## src/rtl/traffic_phase_ctrl.sv

```systemverilog
// rtl/traffic_phase_ctrl.sv - two-direction traffic phase controller with BCD countdowns
module traffic_phase_ctrl #(
  parameter int DIGITS   = 2,
  parameter int TICK_DIV = 50_000_000,
  parameter int T_GA     = 40,
  parameter int T_LA     = 15,
  parameter int T_GB     = 30,
  parameter int T_LB     = 15,
  parameter int T_Y      = 5
) (
  input  logic                  CLK,
  input  logic                  RST,
  input  logic                  EN,
  input  logic                  NIGHT,
  output logic [3:0]            LAMPA,
  output logic [3:0]            LAMPB,
  output logic [4*DIGITS-1:0]   ACOUNT,
  output logic [4*DIGITS-1:0]   BCOUNT
);

  localparam int CW    = 4 * DIGITS;
  localparam int DW    = (TICK_DIV > 1) ? $clog2(TICK_DIV) : 1;
  localparam int MAXV  = (10 ** DIGITS) - 1;
  localparam int RED_A = T_GA + T_LA + 2 * T_Y;
  localparam int RED_B = T_GB + T_LB + 2 * T_Y;

  localparam logic [3:0] L_LEFT = 4'b0001;
  localparam logic [3:0] L_GRN  = 4'b0010;
  localparam logic [3:0] L_YEL  = 4'b0100;
  localparam logic [3:0] L_RED  = 4'b1000;

  if (TICK_DIV < 1 ||
      T_GA < 1 || T_GA > MAXV || T_LA < 1 || T_LA > MAXV ||
      T_GB < 1 || T_GB > MAXV || T_LB < 1 || T_LB > MAXV ||
      T_Y  < 1 || T_Y  > MAXV || RED_A > MAXV || RED_B > MAXV) begin : g_range_err
    $error("traffic_phase_ctrl: duration or red sum outside BCD display range");
  end

  function automatic logic [CW-1:0] to_bcd(input int v);
    logic [CW-1:0] r;
    int            t;
    r = '0;
    t = v;
    for (int i = 0; i < DIGITS; i++) begin
      r[4*i +: 4] = 4'(t % 10);
      t = t / 10;
    end
    return r;
  endfunction

  function automatic logic [CW-1:0] bcd_dec(input logic [CW-1:0] v);
    logic [CW-1:0] r;
    logic          borrow;
    r      = v;
    borrow = 1'b1;
    for (int i = 0; i < DIGITS; i++) begin
      if (borrow) begin
        if (v[4*i +: 4] == 4'd0) begin
          r[4*i +: 4] = 4'd9;
        end else begin
          r[4*i +: 4] = v[4*i +: 4] - 4'd1;
          borrow      = 1'b0;
        end
      end
    end
    return r;
  endfunction

  localparam logic [CW-1:0] B_GA = to_bcd(T_GA);
  localparam logic [CW-1:0] B_LA = to_bcd(T_LA);
  localparam logic [CW-1:0] B_GB = to_bcd(T_GB);
  localparam logic [CW-1:0] B_LB = to_bcd(T_LB);
  localparam logic [CW-1:0] B_Y  = to_bcd(T_Y);
  localparam logic [CW-1:0] B_RA = to_bcd(RED_A);
  localparam logic [CW-1:0] B_RB = to_bcd(RED_B);

  typedef enum logic [3:0] {
    S_HOLD, S_AG, S_AY1, S_AL, S_AY2, S_BG, S_BY1, S_BL, S_BY2, S_FLASH
  } state_t;

  // Divider restarts whenever the controller switches between hold, run and flash.
  function automatic logic [1:0] mode_of(input state_t s);
    case (s)
      S_HOLD:  return 2'd0;
      S_FLASH: return 2'd2;
      default: return 2'd1;
    endcase
  endfunction

  function automatic logic [CW-1:0] dur_of(input state_t s);
    case (s)
      S_AG:                       return B_GA;
      S_AL:                       return B_LA;
      S_BG:                       return B_GB;
      S_BL:                       return B_LB;
      S_AY1, S_AY2, S_BY1, S_BY2: return B_Y;
      default:                    return '0;
    endcase
  endfunction

  function automatic state_t next_phase(input state_t s);
    case (s)
      S_AG:    return S_AY1;
      S_AY1:   return S_AL;
      S_AL:    return S_AY2;
      S_AY2:   return S_BG;
      S_BG:    return S_BY1;
      S_BY1:   return S_BL;
      S_BL:    return S_BY2;
      S_BY2:   return S_AG;
      default: return S_HOLD;
    endcase
  endfunction

  state_t          state_q, state_d;
  logic [DW-1:0]   div_q, div_d;
  logic [3:0]      lampa_q, lampa_d, lampb_q, lampb_d;
  logic [CW-1:0]   acnt_q, acnt_d, bcnt_q, bcnt_d;
  logic            tick, a_side_q, a_side_d;
  logic [CW-1:0]   act_cnt;

  always_ff @(posedge CLK or posedge RST) begin
    if (RST) begin
      state_q <= S_HOLD;
      div_q   <= '0;
      lampa_q <= L_RED;
      lampb_q <= L_RED;
      acnt_q  <= '0;
      bcnt_q  <= '0;
    end else begin
      state_q <= state_d;
      div_q   <= div_d;
      lampa_q <= lampa_d;
      lampb_q <= lampb_d;
      acnt_q  <= acnt_d;
      bcnt_q  <= bcnt_d;
    end
  end

  always_comb begin
    tick     = (div_q == DW'(TICK_DIV - 1));
    a_side_q = state_q inside {S_AG, S_AY1, S_AL, S_AY2};
    act_cnt  = a_side_q ? acnt_q : bcnt_q;

    state_d = state_q;
    if (!EN) begin
      state_d = S_HOLD;
    end else if (NIGHT) begin
      state_d = S_FLASH;
    end else begin
      case (state_q)
        S_HOLD:  state_d = S_AG;
        S_FLASH: state_d = S_HOLD;
        default: if (tick && act_cnt == CW'(1)) state_d = next_phase(state_q);
      endcase
    end
    a_side_d = state_d inside {S_AG, S_AY1, S_AL, S_AY2};

    if (!EN || (mode_of(state_d) != mode_of(state_q)) || tick) div_d = '0;
    else                                                       div_d = div_q + DW'(1);

    lampa_d = lampa_q;
    lampb_d = lampb_q;
    acnt_d  = acnt_q;
    bcnt_d  = bcnt_q;
    case (state_d)
      S_HOLD: begin
        lampa_d = L_RED;
        lampb_d = L_RED;
        acnt_d  = '0;
        bcnt_d  = '0;
      end
      S_FLASH: begin
        acnt_d = '0;
        bcnt_d = '0;
        if (state_q != S_FLASH) begin
          lampa_d = L_YEL;
          lampb_d = L_YEL;
        end else if (tick) begin
          lampa_d = lampa_q ^ L_YEL;
          lampb_d = lampb_q ^ L_YEL;
        end
      end
      default: begin
        lampa_d = L_RED;
        lampb_d = L_RED;
        case (state_d)
          S_AG:         lampa_d = L_GRN;
          S_AY1, S_AY2: lampa_d = L_YEL;
          S_AL:         lampa_d = L_LEFT;
          S_BG:         lampb_d = L_GRN;
          S_BY1, S_BY2: lampb_d = L_YEL;
          S_BL:         lampb_d = L_LEFT;
          default:      ;
        endcase
        // Red side runs one continuous countdown across the other side's four phases.
        if (state_d == S_AG && state_q != S_AG) begin
          acnt_d = B_GA;
          bcnt_d = B_RA;
        end else if (state_d == S_BG && state_q != S_BG) begin
          bcnt_d = B_GB;
          acnt_d = B_RB;
        end else if (state_d != state_q) begin
          if (a_side_d) begin
            acnt_d = dur_of(state_d);
            bcnt_d = bcd_dec(bcnt_q);
          end else begin
            bcnt_d = dur_of(state_d);
            acnt_d = bcd_dec(acnt_q);
          end
        end else if (tick) begin
          acnt_d = bcd_dec(acnt_q);
          bcnt_d = bcd_dec(bcnt_q);
        end
      end
    endcase
  end

  assign LAMPA  = lampa_q;
  assign LAMPB  = lampb_q;
  assign ACOUNT = acnt_q;
  assign BCOUNT = bcnt_q;

endmodule
```

## config.mk

```make
export PLATFORM = sky130hd
export DESIGN_NAME = traffic_phase_ctrl
export DESIGN_NICKNAME = d
export VERILOG_FILES = /design/src/rtl/traffic_phase_ctrl.sv
export SDC_FILE = /design/constraint.sdc
export NUM_CORES = 1
export LEC_CHECK = 0
export CORE_MARGIN = 2
export CORE_UTILIZATION = 40
export CTS_CLUSTER_SIZE = 20
export DETAILED_ROUTE_END_ITERATION = 7
export PLACE_DENSITY_LB_ADDON = 0.12
export SYNTH_ARGS = -nofsm -noshare
export SYNTH_HDL_FRONTEND = slang
export SYNTH_SLANG_ARGS = --single-unit
```

## constraint.sdc

```tcl
create_clock -name CLK -period 5.08 [get_ports CLK]
set_clock_uncertainty 0.2 [all_clocks]
set_input_delay 1.016 -clock CLK [delete_from_list [all_inputs] [get_ports CLK]]
set_output_delay 1.016 -clock CLK [all_outputs]
set_load 0.01 [all_outputs]
```

==> impl_metrics.yaml <==
run_status:
  status: "finished clean"
setup_path:
  cp_max_fo: 16
  crit_type: "flip-flop to flip-flop"
  cp_top_family: "simple AND/OR/NAND/NOR gates"
  required_ns: 5.12
  r2r_slack_ns: 0.66
  cp.arrival_ns: 4.46
  max_stage_delay_ns: 0.52
  start_kind: "flip-flop"
  slowest_stage: "or4_1"
  critPathCaptureType: "flip-flop"
  path_cells: "inv_1 > ha_1 > or4_4 > nand3_2 > mux2i_2 > a211o_1 > o211a_1 > inv_6 > a221oi_4 > nor2_2 > and3_4 > or4_1 > a31oi_1"
  crit_buf_inv: 2
grt:
  antenna_found_initial: 0
  overflow: 0
  grtUsageTotal_pct: 19.20
  grt_pass1_vias: 3123
  grt_pass1_wl_um: 15440
  grt_max_degree: 33
power_and_ir_drop:
  power.leakage_uw: 0.001713
  p_per_area_nw_per_um2: 247.0
  ir_drop_mv: 0.1187
finish:
  layout-drive-gt1-share_pct: 10.04
  antenna_cells: 0
  postLayoutCellArea_um2: 4138
  synthToLayoutAreaGrowth_pct: 12.87
  nets: 460
floorplan:
  die-area_um2: 9947
  start_util_pct: 41.63
  die_w_um: 99.74
  ioPinCount: 28
  rows: 34
  core_um2: 8806
  chipHeight_um: 99.74
synth:
  syn_inst: 419
  syn_area_um2: 3666
  postSynthAreaPerCell_um2: 8.749
  yosysSeqAreaShare_pct: 36.93
  synth_seq_cells: 54
  async_flop_share_pct: 100.0
  synth_edf_count: 0
  synth_flop_cell: "dfrtp_1"
  ys_warn_count: 0
  postSynthNetCount: 432
  yosysUniqueCellTypes: 72
drt:
  routed_wirelength_um: 9055
  postRouteAntennaNets: 0
  drcViolationCount: 0
  drt_iter0_markers: 152
  vias_per_cell: 5.665
  firstDrtPassIters: 4
  routedWlPerCell_um: 16.29
  num_vias: 3150
sta:
  finalSetupViolCount: 0
  tns_ns: 0
  period_needed_ns: 4.421
  slew_viol_final: 0
  max-slew-margin-rel_pct: 54.10
  fmax_mhz: 226.2
  rsz0062_at_grt: "false"
  hold_viol: 0
  worstMarginPinSlew_ns: 0.6885
  post-route-period-util_pct: 87.02
clocking:
  numCtsBuffers: 5
  htree_num_levels: 2
  post_cts_resized: 0
  clk_transition_reported_paths_ns: 0.10
  cts_tree: "built"
  clk_latency_ns: 0.31
  cts_num_sinks: 54
  cts-root-buf: "clkbuf_8"
  cts_buffer_depth: 2
  holdBufCountCts: 0
  post-cts-setup-buffer-count: 0
hold_path:
  hp-class: "flip-flop to flip-flop"
job:
  maxCapViolCount: 0
place:
  io_buffers: 27
  dp_hpwl_um: 6764
  gp_routability_congestion: 0.8999
  place_area_um2: 4051
## flip-flops by register name, indices dropped and copies added, names as in the netlist
name,flops
state_q,4
BCOUNT,8
LAMPA,4
ACOUNT,8
LAMPB,4
div_q,26
## area by class of cell
type                            count  area (µm²)
Fill cell                         873        4668
Multi-Input combinational cell    329        2141
Sequential cell                    54        1354
Timing Repair Buffer               36       337.8
Tap cell                          108       135.1
Inverter                           21       83.83
Clock buffer                        6       72.57
Clock inverter                      2       13.76
## placed cells by master (no fill, tap or decap), drive strengths merged, types with 5 or more instances in the layout
cell type and count:
nor2 65, dfrtp 52, nand2 32, clkdlybuf4s50 27, nand3 23, inv 22
o21ai 20, nor3 17, xor2 15, a21oi 14, xnor2 11, ha 9
buf 9, nand4 9, mux2i 8, nor4 7, nor3b 6, mux2 6
and2 6, clkbuf 6, a31oi 5, or4 5
## final timing paths
path | start | end | cells after the start
setup / recovery | state_q[0] | BCOUNT[4] | 13
hold / removal | div_q[0] | div_q[0] | 1
setup reg to reg | state_q[0] | BCOUNT[4] | 13
hold reg to reg | div_q[0] | div_q[0] | 1
max in group asynchronous | RST | LAMPA[3] | 3
min in group asynchronous | RST | div_q[23] | 2
## metrics by stage
step	instances	total power, µW	utilization (%)	hold WS [ns]	setup WS [ns]
2_1_floorplan	419	689.5	-	0.2479	1.076
3_3_place_gp	548	784.3	46.01	0.2645	0.6083
3_5_place_dp	548	785.3	46.01	0.2728	0.5922
4_1_cts	556	1037	46.99	0.2880	0.6816
5_1_grt	556	1088	46.99	0.3099	0.3717
6_report	556	1022	46.99	0.2872	0.6592
## where the power goes
part / leakage, µW / internal, µW / total [µW] / switching [µW]
combinational: 0.000930 / 125 / 298 / 173
sequential: 0.000737 / 452 / 479 / 27.8
clock: 0.0000456 / 98.8 / 244 / 146
total: 0.00171 / 676 / 1020 / 346
## cells by family after synthesis
family          share of synthesized area [%]
compound gates                          15.91
xor+xnor                                6.212
fa+ha+maj                               3.072
buf+inv                                 4.675
flops                                   36.93
mux                                     4.130
simple gates                            29.08
## synthesized netlist by cell type (all sizes together), types with 3 or more instances
| master | instances | area share [%] |
|---|---|---|
| o22ai | 4 | 0.68 |
| nor4 | 7 | 2.0 |
| or4 | 5 | 1.1 |
| nor2 | 65 | 6.7 |
| mux2i | 8 | 2.3 |
| nor2b | 4 | 0.68 |
| a22o | 4 | 0.96 |
| nand3 | 23 | 3.3 |
| nand4 | 9 | 1.9 |
| or3 | 4 | 0.82 |
| nor4b | 3 | 0.72 |
| clkbuf | 9 | 0.92 |
| xor2 | 15 | 3.6 |
| inv | 21 | 2.3 |
| o31ai | 4 | 0.96 |
| and3 | 4 | 0.85 |
| o21ai | 20 | 2.7 |
| a21oi | 14 | 1.9 |
| nand2 | 32 | 3.5 |
| buf | 6 | 1.5 |
| a31oi | 5 | 0.85 |
| ha | 9 | 3.1 |
| xnor2 | 11 | 2.6 |
| o22a | 3 | 0.72 |
| mux2 | 6 | 1.8 |
| nand2b | 4 | 0.68 |
| dfrtp | 52 | 35 |
| nor3 | 17 | 2.6 |
| nor3b | 6 | 1.2 |
| a211oi | 4 | 0.82 |
| and2 | 6 | 1.0 |
| or2 | 3 | 0.51 |
## layer usage
layer | wire length (µm) | GRT usage, % | part of all wire, % | vias up
met5 | 0 | 0 | 0 | -
met1 | 4289 | 26.47 | 47 | 1519
met4 | 123 | 4.953 | 1.4 | 0
li1 | - | - | - | 1563
met3 | 264 | 3.233 | 2.9 | 8
met2 | 4379 | 31.44 | 48 | 60
(Power assumes the default switching activity.)
